--- config.mk ---
export PLATFORM = sky130hd
export DESIGN_NAME = block_hit_engine
export DESIGN_NICKNAME = d
export VERILOG_FILES = /design/src/rtl/block_hit_engine.sv
export SDC_FILE = /design/constraint.sdc
export NUM_CORES = 1
export LEC_CHECK = 0
export ABC_AREA = 1
export CORE_ASPECT_RATIO = 1.75
export CORE_MARGIN = 4
export CORE_UTILIZATION = 35
export CTS_BUF_LIST = sky130_fd_sc_hd__clkbuf_4 sky130_fd_sc_hd__clkbuf_8
export CTS_CLUSTER_SIZE = 30
export DETAILED_ROUTE_END_ITERATION = 10
export GPL_TIMING_DRIVEN = 1
export PLACE_DENSITY = 0.58
export REMOVE_ABC_BUFFERS = 1
export SETUP_SLACK_MARGIN = 0.1
export SLEW_MARGIN = 20
export SYNTH_ARGS = -nofsm -noshare
export SYNTH_HDL_FRONTEND = slang
export SYNTH_SLANG_ARGS = --single-unit
--- constraint.sdc ---
create_clock -name CLK -period 2.5 [get_ports CLK]
set_input_delay 0.75 -clock CLK [delete_from_list [all_inputs] [get_ports CLK]]
set_output_delay 0.75 -clock CLK [all_outputs]
set_load 0.1 [all_outputs]
--- src/rtl/block_hit_engine.sv ---
`default_nettype none
// ============================================================================
// Module      : block_hit_engine
// Description : Breakout-style block-state engine. Fills the block-state
//               memory, services collision hits (read-check-clear) and
//               tracks the number of blocks still standing.
// Revision    : 1.0 - initial release
// ============================================================================
module block_hit_engine #(
    parameter int NUM_BLOCKS = 85,
    parameter int ADDR_WIDTH = 7
) (
    input  logic                  CLK,
    input  logic                  RESET,
    input  logic                  HIT_REQ,
    input  logic [ADDR_WIDTH-1:0] HIT_ADDR,
    input  logic                  REFILL_REQ,
    output logic                  HIT_BUSY,
    output logic                  HIT_DONE,
    output logic                  HIT_RESULT,
    output logic [ADDR_WIDTH-1:0] BLOCKS_LEFT,
    output logic                  LEVEL_CLEAR,
    output logic [ADDR_WIDTH-1:0] MEM_ADDR,
    output logic                  MEM_WE,
    output logic                  MEM_WDATA,
    input  logic                  MEM_RDATA
);

    // Fill counter carries one extra bit so it can hold NUM_BLOCKS itself,
    // which marks "every address has been issued".
    localparam int                    c_cnt_w    = ADDR_WIDTH + 1;
    localparam logic [c_cnt_w-1:0]    c_fill_end = c_cnt_w'(NUM_BLOCKS);
    localparam logic [c_cnt_w-1:0]    c_cnt_one  = c_cnt_w'(1);
    localparam logic [ADDR_WIDTH-1:0] c_full     = ADDR_WIDTH'(NUM_BLOCKS);
    localparam logic [ADDR_WIDTH-1:0] c_one      = ADDR_WIDTH'(1);

    typedef enum logic [2:0] {
        S_FILL = 3'd0,
        S_IDLE = 3'd1,
        S_RD   = 3'd2,
        S_CHK  = 3'd3,
        S_WR   = 3'd4
    } state_t;

    state_t               r_state;
    logic [c_cnt_w-1:0]   r_fill_cnt;
    logic                 r_refill_pend;
    logic                 r_in_range;

    always_ff @(posedge CLK or posedge RESET) begin
        if (RESET) begin
            r_state       <= S_FILL;
            r_fill_cnt    <= '0;
            r_refill_pend <= 1'b0;
            r_in_range    <= 1'b0;
            MEM_ADDR      <= '0;
            MEM_WE        <= 1'b0;
            MEM_WDATA     <= 1'b1;
            HIT_BUSY      <= 1'b1;
            HIT_DONE      <= 1'b0;
            HIT_RESULT    <= 1'b0;
            BLOCKS_LEFT   <= '0;
            LEVEL_CLEAR   <= 1'b0;
        end else begin
            HIT_DONE    <= 1'b0;
            LEVEL_CLEAR <= 1'b0;

            case (r_state)
                S_FILL: begin
                    if (r_fill_cnt == c_fill_end) begin
                        MEM_WE      <= 1'b0;
                        BLOCKS_LEFT <= c_full;
                        HIT_BUSY    <= 1'b0;
                        r_state     <= S_IDLE;
                    end else begin
                        MEM_WE     <= 1'b1;
                        MEM_WDATA  <= 1'b1;
                        MEM_ADDR   <= r_fill_cnt[ADDR_WIDTH-1:0];
                        r_fill_cnt <= r_fill_cnt + c_cnt_one;
                    end
                end

                S_IDLE: begin
                    // A refill wins over a simultaneous hit; the hit is dropped.
                    if (REFILL_REQ || r_refill_pend) begin
                        r_refill_pend <= 1'b0;
                        r_fill_cnt    <= '0;
                        MEM_WE        <= 1'b0;
                        HIT_BUSY      <= 1'b1;
                        r_state       <= S_FILL;
                    end else if (HIT_REQ) begin
                        MEM_ADDR   <= HIT_ADDR;
                        MEM_WE     <= 1'b0;
                        HIT_BUSY   <= 1'b1;
                        r_in_range <= ({1'b0, HIT_ADDR} < c_fill_end);
                        r_state    <= S_RD;
                    end
                end

                S_RD: begin
                    if (REFILL_REQ) begin
                        r_refill_pend <= 1'b1;
                    end
                    r_state <= S_CHK;
                end

                S_CHK: begin
                    if (REFILL_REQ) begin
                        r_refill_pend <= 1'b1;
                    end
                    HIT_RESULT <= MEM_RDATA & r_in_range;
                    if (MEM_RDATA && r_in_range) begin
                        MEM_WE    <= 1'b1;
                        MEM_WDATA <= 1'b0;
                        if (BLOCKS_LEFT != '0) begin
                            BLOCKS_LEFT <= BLOCKS_LEFT - c_one;
                            if (BLOCKS_LEFT == c_one) begin
                                LEVEL_CLEAR <= 1'b1;
                            end
                        end
                    end
                    r_state <= S_WR;
                end

                S_WR: begin
                    if (REFILL_REQ) begin
                        r_refill_pend <= 1'b1;
                    end
                    MEM_WE   <= 1'b0;
                    HIT_DONE <= 1'b1;
                    HIT_BUSY <= 1'b0;
                    r_state  <= S_IDLE;
                end

                default: begin
                    r_fill_cnt <= '0;
                    MEM_WE     <= 1'b0;
                    HIT_BUSY   <= 1'b1;
                    r_state    <= S_FILL;
                end
            endcase
        end
    end

endmodule
`default_nettype wire

==> key figures <==
Synth
  – Number of warning messages in the yosys log: 0
  – Sequential element share of the synthesized area: 43.32%
  – Post-Syn Instances: 253
  – Largest area contributor in the netlist: dfrtp_1
  – Share of Yosys cell area claimed by the top area cell type: 40.58%
  – Yosys reg bits: 33
  – Mapped cell area: roughly 1900 sq um
  – Top cells by area, synth: dfrtp_1, nand2_1, nand3_1, inv_1, nor2_1
  – Synth cell types: 28
  – Post-synthesis average cell area: 7.557 sq um

Clock tree
  – Cts hold-fix bufs: 0
  – CTS resizes: 0
  – Clk slew on worst S/H paths: 0.07 ns
  – Worst skew pair latency: between 0.2 and 0.3 ns
  – H-tree lvl count: 2
  – Total CTS buffers: 5
  – Max Buffers Root-to-Sink: 2
  – Clock sinks: 33
  – Root buf cell: clkbuf_8
  – TritonCTS clock tree: done
  – Setup Buffers After CTS: 0

Worst setup path
  – Critical Path RT: approximately 1.8 ns
  – CP top delay family: flip-flops
  – Data arrival, critical path: 1.09 ns
  – CP Class: reg2out
  – Crit-path cells: buf_4
  – Number of cells on the critical path: 1
  – CP Max Fanout: 2
  – Crit path max-delay cell type: dfstp_2
  – Reg2Reg Depth: 9
  – Slowest stage delay, CP: 0.53 ns
  – Buf+Inv Stages, Crit Path: 1
  – Critical path capture point type: output pin
  – Crit path launch type: flop

Placed design
  – GP Congestion: a little over 0.8
  – HPWL after DPL: 3.242 mm
  – Port buffer count: 31

Die
  – Die span in y: 105.8 um
  – Top Ports: 32
  – Die footprint: 6756 sq um
  – Starting Density: between 30% and 40%
  – Core area: 5299 sq um
  – Die W: 63.87 um
  – Placement row count: 35

Power
  – Leakage power: 1.155 nW
  – Total power: 3.215 mW
  – Maximum vdd drop: 0.0006772 V
  – PD cells: 1359 nW/um^2

Outcome
  – Outcome: finished clean

Final layout
  – Share of layout cells above drive strength 1: 21.58%
  – Layout area overhead: 23.76%
  – Most frequent cells in the layout: nand2_1, dfrtp_1, inv_1
  – Commonest non-fill, non-tap cell in the layout: nand2_1
  – Fillcell total: 551
  – Diodes inserted: 0
  – Final #Nets: 308

Global route
  – Met3 Usage GRT: 3.092%
  – First-pass GRT wire length: 7.486 mm
  – Largest net degree at the start of global routing: 34
  – Layer with the highest usage: met2
  – Met1 Track Usage GR: 15.11%
  – Total GRT Usage: 13.97%
  – Vias in the first global route: 1724
  – Initial antenna violation count: 0
  – GR Overflow Total: 0
  – GR Util met2: 25.24%

Timing
  – Final Critical Period: between 1.5 and 2 ns
  – Relative slew margins: roughly 71%
  – RSZ-0062 raised after global routing: no
  – Final Skew: 0.003323 ns
  – Final setup vio count: 0
  – Final period utilization: 73.72%
  – Fin Setup TNS: 0 ns
  – Hold Fails Final Rpt: 0
  – Fmax: 0.5426 GHz
  – Max Slew Vio Count: 0
  – Worst-Margin Slew: 0.4341 ns

Detailed routing
  – Wire length per cell: 11.63 um
  – Post-Route WL: about 4.3 mm
  – Via count: between 1500 and 2000
  – DRC: 0
  – Vias per cell: 4.552
  – Post-DRT Antenna Nets: 0
  – Drt first pass iters: 4
  – DRT iter0 DRCs: 33

Min path
  – Cells on Worst Hold Path: 2
  – Hold crit path type: reg2reg

Run
  – Max Cap Viol: 0
flip-flops by register name, summed over array words and instances (netlist names):
signal and cells:
BLOCKS_LEFT 7, HIT_BUSY 1, HIT_DONE 1, HIT_RESULT 1
LEVEL_CLEAR 1, MEM_ADDR 7, MEM_WDATA 1, MEM_WE 1
r_fill_cnt 8, r_in_range 1, r_refill_pend 1, r_state 3
layer usage:
metal | vias up | wire (um)
li1 | 874 | -
met1 | 755 | 1730
met2 | 28 | 2257
met3 | 9 | 164
met4 | 0 | 104
met5 | - | 0
cell usage after synthesis (all sizes together):
| master | n |
|---|---|
| buf | 1 |
| dfrtp | 31 |
| nand2 | 82 |
| ha | 5 |
| xor2 | 1 |
| nor4 | 1 |
| or2 | 1 |
| nor2 | 28 |
| xnor2 | 2 |
| a21oi | 6 |
| nor3b | 1 |
| nand3 | 23 |
| inv | 34 |
| nor3 | 1 |
| clkbuf | 1 |
| o21bai | 1 |
| nand4 | 4 |
| dfstp | 2 |
| o21ai | 28 |
where the power goes:
group | internal [mW] | leakage [nW] | total, mW | switching [mW]
Clock | 0.249 | 0.0542 | 0.445 | 0.196
Sequential | 0.716 | 0.423 | 0.873 | 0.158
Combinational | 0.466 | 0.677 | 1.90 | 1.43
Total | 1.43 | 1.15 | 3.22 | 1.79
per-stage QoR:
step	std cells	setup WS, ns	instance area [sq um]	util (%)	hold WS, ns
floorplan	251	0.4389	1897	-	0.4537
finish	366	0.6571	2366	44.65	0.4848
global placement	358	0.4624	2265	42.74	0.4698
CTS	366	0.6397	2366	44.65	0.4903
global route	366	0.5813	2366	44.65	0.5027
detailed placement	358	0.4248	2265	42.74	0.4743
worst reg2reg max path, delay by kind of cell (launching register included):
family,cells,cell delay (ns)
AO/OA/AOI/OAI,1,0.29
adder cells (fa/ha/maj),1,0.14
buffers and inverters,1,0.09
flip-flops,1,0.41
AND/OR/NAND/NOR,6,0.61
worst paths after layout:
path	from	to	slack, ns
max	MEM_WDATA	MEM_WDATA	0.66
min	MEM_WDATA	MEM_WDATA	0.48
max reg2reg	r_fill_cnt[1]	BLOCKS_LEFT[6]	0.85
min reg2reg	MEM_WDATA	MEM_WDATA	0.48
max in group asynchronous	RESET	MEM_WDATA	1.30
min in group asynchronous	RESET	r_fill_cnt[3]	0.86
layout make-up:
| cell class | count | area [sq um] | area share (%) |
|---|---|---|---|
| Clock buffer | 7 | 96.34 | 4.072 |
| Clock inverter | 1 | 5.005 | 0.2115 |
| Inverter | 34 | 127.6 | 5.394 |
| Multi-Input combinational cell | 184 | 940.9 | 39.77 |
| Sequential cell | 33 | 828.3 | 35.01 |
| Tap cell | 74 | 92.59 | 3.913 |
| Timing Repair Buffer | 33 | 275.3 | 11.63 |
kinds of logic (layout without fill, tap and decap cells):
logic type / count (synthesis) / count (layout) / share of synthesized area (%)
xor gates and xnor gates: 3 / 3 / 1.375
DFF: 33 / 33 / 43.32
buffers and inverters: 36 / 75 / 7.461
adders and majority gates: 5 / 5 / 3.272
and+or+nand+nor: 141 / 141 / 33.11
AOI/OAI and AO/OA: 35 / 35 / 11.45
Note: power is estimated with default switching activity, not from simulation.
